===== src/rtl/flappy_pkg.sv =====
// Shared geometry, physics constants and state encoding for the flappy game engine.
// The VGA renderer imports the same geometry so both sides agree on pixel positions.
package flappy_pkg;

    localparam int DATA_W = 10;
    localparam int VEL_W  = 6;

    typedef logic [DATA_W-1:0]       coord_t;
    typedef logic signed [VEL_W-1:0] vel_t;

    localparam coord_t SCREEN_W     = 10'd640;
    localparam coord_t BIRD_X       = 10'd320;
    localparam coord_t BIRD_SIZE    = 10'd20;
    localparam coord_t PIPE_W       = 10'd40;
    localparam coord_t GAP_H        = 10'd120;
    localparam coord_t GROUND_Y     = 10'd460;
    localparam coord_t BIRD_Y0      = 10'd240;
    localparam coord_t PIPE_SPEED   = 10'd2;
    localparam coord_t PIPE_SPACING = 10'd320;
    localparam coord_t GAP_BASE     = 10'd40;
    localparam coord_t PIPE1_GAP0   = 10'd160;
    localparam coord_t PIPE2_GAP0   = 10'd200;
    localparam coord_t PIPE2_X0     = SCREEN_W + PIPE_SPACING;
    localparam coord_t Y_MAX        = GROUND_Y - BIRD_SIZE;

    localparam vel_t GRAVITY  = 6'sd1;
    localparam vel_t FLAP_VEL = -6'sd6;
    localparam vel_t MAX_FALL = 6'sd8;

    localparam logic [15:0] LFSR_SEED = 16'hACE1;

    typedef enum logic [1:0] {
        ST_INIT,
        ST_FLAP,
        ST_HIT,
        ST_HITREST
    } state_t;

endpackage


===== src/rtl/flappy_game_engine_lfsr.sv =====
// 16-bit Fibonacci LFSR (taps 16,14,13,11), free-running; supplies pipe gap heights.
module flappy_lfsr16
    import flappy_pkg::*;
(
    input  logic        clk,
    input  logic        reset,
    output logic [15:0] out
);

    always_ff @(posedge clk) begin
        if (reset) begin
            out <= LFSR_SEED;
        end else begin
            out <= {out[0] ^ out[2] ^ out[3] ^ out[5], out[15:1]};
        end
    end

endmodule


===== src/rtl/flappy_game_engine.sv =====
// Flappy game state producer: bird physics, two scrolling pipes, score and collision.
// All outputs are registered and only move on a tick or a button edge.
module flappy_game_engine
    import flappy_pkg::*;
(
    input  logic              clk,
    input  logic              reset,
    input  logic              start,
    input  logic              flap,
    input  logic              tick,
    output logic [DATA_W-1:0] bird_y,
    output logic [DATA_W-1:0] pipe1_x,
    output logic [DATA_W-1:0] pipe1_gap,
    output logic [DATA_W-1:0] pipe2_x,
    output logic [DATA_W-1:0] pipe2_gap,
    output logic [7:0]        score,
    output logic              hit,
    output logic              q_I,
    output logic              q_flap,
    output logic              q_hit,
    output logic              q_hitrest
);

    function automatic vel_t fall_vel(input vel_t v);
        vel_t s;
        s = v + GRAVITY;
        return (s > MAX_FALL) ? MAX_FALL : s;
    endfunction

    function automatic coord_t clamp_y(input coord_t y, input vel_t v);
        logic signed [DATA_W+1:0] s;
        s = $signed({2'b00, y}) + $signed({{(DATA_W+2-VEL_W){v[VEL_W-1]}}, v});
        if (s[DATA_W+1])                      return '0;
        else if (s[DATA_W:0] > {1'b0, Y_MAX}) return Y_MAX;
        else                                  return s[DATA_W-1:0];
    endfunction

    function automatic logic [7:0] sat_score(input logic [7:0] s, input logic [1:0] inc);
        logic [8:0] t;
        t = {1'b0, s} + {7'b0, inc};
        return t[8] ? 8'hFF : t[7:0];
    endfunction

    function automatic coord_t pipe_step(input coord_t x);
        return (x < PIPE_SPEED) ? SCREEN_W : x - PIPE_SPEED;
    endfunction

    function automatic logic pipe_hit(input coord_t x, input coord_t gap, input coord_t y);
        return (x < BIRD_X + BIRD_SIZE) && (x + PIPE_W > BIRD_X) &&
               ((y < gap) || (y + BIRD_SIZE > gap + GAP_H));
    endfunction

    state_t      state, state_n;
    vel_t        vel, vel_n, fly_vel, fall_v;
    coord_t      y_n, p1x_n, p2x_n, g1_n, g2_n;
    coord_t      fly_y, fall_y, p1x_step, p2x_step, g1_step, g2_step;
    logic [7:0]  score_n;
    logic [15:0] lfsr;
    logic        start_p0, flap_p0, start_edge, flap_edge;
    logic        flap_pend, flap_pend_n;
    logic        pass1, pass2, collide;

    flappy_lfsr16 u_lfsr (
        .clk   (clk),
        .reset (reset),
        .out   (lfsr)
    );

    assign start_edge = start & ~start_p0;
    assign flap_edge  = flap & ~flap_p0;

    // Candidate next values for a flying tick and a falling (post-hit) tick
    assign fall_v   = fall_vel(vel);
    assign fly_vel  = flap_pend ? FLAP_VEL : fall_v;
    assign fly_y    = clamp_y(bird_y, fly_vel);
    assign fall_y   = clamp_y(bird_y, fall_v);
    assign p1x_step = pipe_step(pipe1_x);
    assign p2x_step = pipe_step(pipe2_x);
    assign g1_step  = (pipe1_x < PIPE_SPEED) ? GAP_BASE + {2'b00, lfsr[7:0]}  : pipe1_gap;
    assign g2_step  = (pipe2_x < PIPE_SPEED) ? GAP_BASE + {2'b00, lfsr[15:8]} : pipe2_gap;
    assign pass1    = (pipe1_x + PIPE_W >= BIRD_X) && (p1x_step + PIPE_W < BIRD_X);
    assign pass2    = (pipe2_x + PIPE_W >= BIRD_X) && (p2x_step + PIPE_W < BIRD_X);
    assign collide  = (fly_y + BIRD_SIZE >= GROUND_Y) ||
                      pipe_hit(p1x_step, g1_step, fly_y) ||
                      pipe_hit(p2x_step, g2_step, fly_y);

    always_comb begin
        state_n     = state;
        vel_n       = vel;
        y_n         = bird_y;
        p1x_n       = pipe1_x;
        p2x_n       = pipe2_x;
        g1_n        = pipe1_gap;
        g2_n        = pipe2_gap;
        score_n     = score;
        flap_pend_n = 1'b0;
        case (state)
            ST_INIT: begin
                if (start_edge) state_n = ST_FLAP;
            end
            ST_FLAP: begin
                if (tick) begin
                    vel_n       = fly_vel;
                    y_n         = fly_y;
                    p1x_n       = p1x_step;
                    p2x_n       = p2x_step;
                    g1_n        = g1_step;
                    g2_n        = g2_step;
                    score_n     = sat_score(score, {1'b0, pass1} + {1'b0, pass2});
                    flap_pend_n = flap_edge;
                    if (collide) state_n = ST_HIT;
                end else begin
                    flap_pend_n = flap_pend | flap_edge;
                end
            end
            ST_HIT: begin
                if (tick) begin
                    vel_n = fall_v;
                    y_n   = fall_y;
                    if (fall_y == Y_MAX) state_n = ST_HITREST;
                end
            end
            ST_HITREST: begin
                if (start_edge) begin
                    state_n = ST_INIT;
                    vel_n   = '0;
                    y_n     = BIRD_Y0;
                    p1x_n   = SCREEN_W;
                    p2x_n   = PIPE2_X0;
                    g1_n    = PIPE1_GAP0;
                    g2_n    = PIPE2_GAP0;
                    score_n = '0;
                end
            end
            default: state_n = ST_INIT;
        endcase
    end

    // Register stage: every output moves exactly one clk after its cause
    always_ff @(posedge clk) begin
        if (reset) begin
            state     <= ST_INIT;
            start_p0  <= 1'b1;
            flap_p0   <= 1'b1;
            flap_pend <= 1'b0;
            vel       <= '0;
            bird_y    <= BIRD_Y0;
            pipe1_x   <= SCREEN_W;
            pipe2_x   <= PIPE2_X0;
            pipe1_gap <= PIPE1_GAP0;
            pipe2_gap <= PIPE2_GAP0;
            score     <= '0;
        end else begin
            state     <= state_n;
            start_p0  <= start;
            flap_p0   <= flap;
            flap_pend <= flap_pend_n;
            vel       <= vel_n;
            bird_y    <= y_n;
            pipe1_x   <= p1x_n;
            pipe2_x   <= p2x_n;
            pipe1_gap <= g1_n;
            pipe2_gap <= g2_n;
            score     <= score_n;
        end
    end

    assign hit       = (state == ST_HIT) || (state == ST_HITREST);
    assign q_I       = (state == ST_INIT);
    assign q_flap    = (state == ST_FLAP);
    assign q_hit     = (state == ST_HIT);
    assign q_hitrest = (state == ST_HITREST);

endmodule


===== config.mk =====
export PLATFORM = sky130hd
export DESIGN_NAME = flappy_game_engine
export DESIGN_NICKNAME = d
export VERILOG_FILES = /design/src/rtl/flappy_pkg.sv /design/src/rtl/flappy_game_engine_lfsr.sv /design/src/rtl/flappy_game_engine.sv
export SDC_FILE = /design/constraint.sdc
export NUM_CORES = 1
export LEC_CHECK = 0
export ABC_CLOCK_PERIOD_IN_PS = 6260
export CORE_UTILIZATION = 35
export DETAILED_ROUTE_END_ITERATION = 7
export REMOVE_ABC_BUFFERS = 1
export SYNTH_ARGS = -nofsm -noshare
export SYNTH_HDL_FRONTEND = slang
export SYNTH_SLANG_ARGS = --single-unit

===== constraint.sdc =====
create_clock -name clk -period 6.26 [get_ports clk]
set_input_delay 0.939 -clock clk [delete_from_list [all_inputs] [get_ports clk]]
set_output_delay 0.939 -clock clk [all_outputs]
set_load 0.03 [all_outputs]

; ---- After elaboration in Yosys (flattened, before gate mapping)
; Index checks and enable logic that the tools add are counted.
[totals]
input_bits = 5
word_cells = 125
reg_bits = 85
[classes]
bitwise_logic = 9
n_eq_ne = 10
magnitude_cmp = 18
mux = 42
n_reduce_logical = 18
add_sub_neg = 16
[op_table]
columns = cell, count
row1 = $mux 10, 19
row2 = $pmux 10 s2, 4
row3 = $add 10x6->10 const B, 4
row4 = $lt 10x9->1 const B, 4
row5 = $ge 10x9->1 const B, 3
row6 = $mux 6, 5
row7 = $pmux 10 s3, 1
row8 = $add 11x6->12, 2
row9 = $mux 8, 3
row10 = $gt 11x9->1 const B, 2
row11 = $add 10x7->10 const B, 2
row12 = $gt 10x10->1, 2
row13 = $gt 10x9->1 const B, 2
row14 = $lt 10x10->1, 2
row15 = $lt 10x2->1 const B, 2
row16 = $sub 10x2->10 const B, 2
row17 = $add 6x8->9 const A, 2
row18 = $pmux 6 s3, 1
row19 = $pmux 8 s2, 1
row20 = $mux 2, 6
row21 = $add 10x5->10 const B, 1
row22 = $eq 10x9->1 const B, 1
row23 = $add 8x2->9, 1
row24 = $ne 2x1->1 const B, 4
row25 = 21 further kinds, 37

; ---- Logic depth before layout (Yosys ltp)
[logic_depth]
ltp_word = 17
mapped_depth = 33
mapped_depth_nobuf = 33

; ---- Modules after synthesis
; A second synthesis with hierarchy kept.
[hier_totals]
hier_cells = 989
area_unflattened_um2 = 7500.9
[modules_own_cells]
columns = mod, cells_per_inst, area_each_um2, instances, seq_area_each_um2
row1 = flappy_game_engine, 953, 7043.0, 1, 1381.3
row2 = flappy_lfsr16, 36, 457.9, 1, 320.3

; ---- Worst setup path before layout
; Ideal clock, no wire load.
[synth_timing]
path_type = reg-to-reg
start = reg vel[0]
end = reg state[0]
setup_ps = 72
slack_ps = 50
required_time_ps = 6188
path_stages_with_launch = 31
n_path_buf = 1
arrival_time_ps = 6139
period_less_slack_ps = 6210
path_cell_list = dfxtp_1 -> nand3_1 -> nor2_1 -> xor2_1 -> and2_1 -> or2_2 -> ha_1 -> clkbuf_1 -> a21oi_1 -> o21ai_0 -> and4b_1 -> a311oi_1 -> o31ai_1 -> a31oi_1 -> nand2b_1 -> inv_1 -> nand2_1 -> inv_1 -> ha_1 -> inv_1 -> a21o_1 -> xnor2_1 -> a21oi_1 -> ha_1 -> nand3_1 -> o211a_1 -> a31oi_1 -> a2111oi_0 -> or3b_2 -> a31oi_4 -> mux2i_1
[synth_between]
elab_chain_len = 16
elab_cells_between_ends = 28
classes_between = add/sub: 4 / order compare: 8 / eq/ne: 3 / mux: 6 / reduce/logical: 7
[synth_lines]
columns = item, line
row1 = "start, declared", flappy_game_engine.sv:54  ; vel_t vel, vel_n, fly_vel, fall_v;
row2 = "start signal, assigned", flappy_game_engine.sv:158  ; vel <= vel_n;
row3 = $add 6x2->6 (*), flappy_game_engine.sv:26  ; s = v + GRAVITY;
row4 = $gt 6x5->1, flappy_game_engine.sv:27  ; return (s > MAX_FALL) ? MAX_FALL : s;
row5 = $mux 6 (*), flappy_game_engine.sv:27
row6 = $mux 6, flappy_game_engine.sv:74  ; assign fly_vel = flap_pend ? FLAP_VEL : fall_v;
row7 = $add 11x6->12, flappy_game_engine.sv:32  ; s = $signed({2'b00, y}) + $signed({{(DATA_W+2-VEL_W){v[VEL_W-1]}}, v});
row8 = $gt 11x9->1, flappy_game_engine.sv:34  ; else if (s[DATA_W:0] > {1'b0, Y_MAX}) return Y_MAX;
row9 = $mux 10, flappy_game_engine.sv:34
row10 = $mux 10, flappy_game_engine.sv:33  ; if (s[DATA_W+1]) return '0;
row11 = $add 10x5->10, "flappy_game_engine.sv:50, flappy_game_engine.sv:83"
row12 = $gt 10x10->1, flappy_game_engine.sv:50  ; ((y < gap) || (y + BIRD_SIZE > gap + GAP_H));
row13 = $logic_or 1x1->1, flappy_game_engine.sv:50
row14 = $logic_and 1x1->1, flappy_game_engine.sv:49  ; return (x < BIRD_X + BIRD_SIZE) && (x + PIPE_W > BIRD_X) &&
row15 = $logic_or 1x1->1, flappy_game_engine.sv:83  ; assign collide = (fly_y + BIRD_SIZE >= GROUND_Y) ||
row16 = $logic_or 1x1->1, flappy_game_engine.sv:84  ; pipe_hit(p1x_step, g1_step, fly_y) ||
row17 = $ne 2x1->1 (no line), n/a
row18 = $reduce_and 6->1 (no line) (*), n/a
row19 = "end signal, assigned", flappy_game_engine.sv:154  ; state <= state_n;
row20 = "end, declared", flappy_game_engine.sv:53  ; state_t state, state_n;
; Mark *: on every way between the ends. The rest lies on a longest branch, timed or not.
; A chain may end at the register's enable or synchronous reset.

; ---- Worst setup path in the final report
; Same ends and word-level chain as after synthesis.

==> flow_summary.toml <==
[run_status]
status = "completed"

[floorplanning]
initial_core_util_pct = 35.9
core-area_sq_um = 21100
rows = 53
die_w_microns = 149
die_area_sq_um = 22200
io_pins = 68
die_height_microns = 149

[cells_and_area]
antenna_cells = 0
final_common_cell = "nor2_1"
areaGrowthSynthToFinish_pct = 21.2
layout_common_cells = "nor2_1, dfxtp_1, a21oi_1"
finalNetCount = 1137
final_cell_area_sq_um = 9180
drive_gt1_share_pct = 13.1
layoutNonFillerInstCount = 1332

[synth]
synthesis.instances = 990
async_flop_share_pct = 0
yosys_warnings = 0
ys_seq_area_share_pct = 22.5
yosys_register_bits = 85
synth-main-ff-cell = "dfxtp_1"
synth_edf_count = 0
synth_area_sq_um = 7570
post_synth_num_cell_types = 82
postSynthAreaPerCell_sq_um = 7.64

[timing]
fin_crit_sh_pct = 94.4
finalHoldViolations = 0
clock_skew_ps = 15.9
drv_slew = 0
period_minus_slack_ps = 5910
slew_headroom_pct = 42.0
timing.hold.ws_ps = 448
max_freq_mhz = 169
setup_viol = 0
worst_pin_slew_ps = 871

[drt]
wl_per_cell_microns = 16.0
wirelength_mm = 21.3
via_per_inst = 5.54
vias = 7385
drtPass1Iterations = 6
dr.first_iter.drc_count = 369
route.detailed.drc = 0
ant_nets = 0

[critical_path]
worstPathRequired_ps = 6550
critPathSlowestCell = "or3b_2"
cp.arrival_ps = 6200
r2r-start = "vel[0]"
cp-start-kind = "flop"
path_buf_inv = 3
cpPeakStageDelay_ps = 500
cp-end-kind = "flop"
reg2reg_to = "state[0]"
critPathKind = "reg -> reg"
worstPathMaxFanout = 8
reg2regPathDepth = 28
cpLargestDelayFamily = "compound AO/OA/AOI/OAI gates"
rrSetupSlack_ps = 350

[power]
seq_power_share_pct = 21.4
vdd_drop_max_mv = 0.211
leakage_uw = 0.00358
p_per_area_nw_per_um2 = 355
intPower_uw = 1720
power.switching_uw = 1540
clkPwrFrac_pct = 16.4
p_comb_share_pct = 62.3
switching_share_pct = 47.3

[placed_design]
hpwl_mm = 15.8
placed_cell_area_sq_um = 8610
io_buffers = 67
gp_congestion = 0.891
dp.cells = 1314

[clock_network]
tritoncts = "done"
cts.htree.levels = 3
clk_pin_slew_ps = 70
root_buffer = "clkbuf_16"
insertion_delay_ps = 360
max-clock-path-buffers = 2
cts.sinks = 85
cts_hold_buf = 0
numCtsBuffers = 9

[worst_hold_path]
hold_class = "reg -> reg"
hold_start = "u_lfsr.out[1]"
holdPathStages = 1
whs_endpoint = "u_lfsr.out[0]"

[global_route]
grt_pass1_wl_mm = 34.8
gr-total-overflow = 0
grt_max_degree = 86
track_usage_pct = 19.5
antenna_found_initial = 0
grt_pass1_vias = 6764

[job]
maxCapViolCount = 0
==> synth_stat cells (all sizes together), types with 14 or more instances <==
cell type,number,area (sq um)
a21oi,87,454
inv,44,165
xnor2,32,280
a31oi,14,103
mux2i,17,170
nand2b,19,119
nor2,121,454
nor3,40,205
xor2,19,166
o21ai,43,219
and2,14,87.6
nor2b,19,119
dfxtp,85,1700
a21o,16,120
clkbuf,41,154
or2,22,138
nand2,58,218
ha,77,963
nand3,27,135
==> what timing repair did <==
action	in CTS	in global routing
setup buffers	1	1
gates cloned	0	0
gates resized for setup	5	51
setup endpoints to repair	2	2
endpoints found under the hold margin	0	0
pin swaps	0	5
==> metal layers <==
| metal | GRT usage (%) | vias to the layer above | share of wire, % |
|---|---|---|---|
| met5 | 0 | - | 0 |
| met3 | 3.06 | 18 | 4.8 |
| li1 | - | 3706 | - |
| met1 | 27.7 | 3491 | 49 |
| met4 | 5.41 | 0 | 1.2 |
| met2 | 30.4 | 170 | 45 |
==> layout make-up <==
type | instances | area [sq um]
tap | 275 | 344
clock inverter | 4 | 32.5
clock buffer | 12 | 256
multi-input combinational | 812 | 5760
sequential | 85 | 1710
inverter | 44 | 165
fill | 2106 | 11900
timing repair buffer | 100 | 913
==> how the worst max path moves through the flow <==
stage                 from  endpoint  slack [ps]  cells after the start
floorplan           vel[0]  state[0]          70                     32
global placement    vel[1]  state[0]         200                     32
detailed placement  vel[1]  state[0]        -110                     31
CTS                 vel[0]  state[1]          20                     32
global route        vel[1]  state[1]         -40                     31
finish              vel[0]  state[0]         350                     28
==> logic make-up after synthesis <==
| family | count (synthesis) | share of synthesized area, % |
|---|---|---|
| buffers and inverters | 96 | 5.01 |
| AND/OR/NAND/NOR | 373 | 24.8 |
| flip-flops | 85 | 22.5 |
| other | 1 | 0.0495 |
| AO/OA/AOI/OAI | 283 | 25.4 |
| XOR/XNOR | 51 | 5.90 |
| multiplexers | 21 | 2.84 |
| adder cells (fa/ha/maj) | 80 | 13.5 |
==> worst reg2reg max path: cells and delay by family, from the launching register on <==
family	cells	cell delay (ps)
and+or+nand+nor	6	1220
AOI/OAI and AO/OA	15	2760
adders and majority gates	2	660
muxes	1	190
buffers and inverters	3	510
xor gates and xnor gates	1	140
DFF	1	380
==> power by group through the flow <==
stage | sequential, uW | combinational, uW | clock, uW
finish | 697 | 2030 | 533
global route | 708 | 2260 | 565
CTS | 690 | 1920 | 546
detailed placement | 702 | 1900 | 0
global placement | 702 | 1890 | 0
floorplan | 749 | 1280 | 0
==> per-stage QoR <==
stage	worst slack (ps)	TNS [ps]	utilization [%]	total power (uW)
2_1_floorplan	71.8	0	-	2030
3_3_place_gp	199	0	40.8	2590
3_5_place_dp	-114	-224	40.8	2600
4_1_cts	25.0	0	42.3	3160
5_1_grt	-44.3	-69.9	43.5	3530
6_report	351	0	43.5	3260
==> state kept, by name, indices dropped and copies added, names as in the netlist <==
signal / flops
u_lfsr.out: 16
bird_y: 10
pipe1_gap: 10
pipe1_x: 10
pipe2_gap: 10
pipe2_x: 10
score: 8
vel: 6
state: 2
flap_p0: 1
flap_pend: 1
start_p0: 1
(Power assumes the default switching activity.)
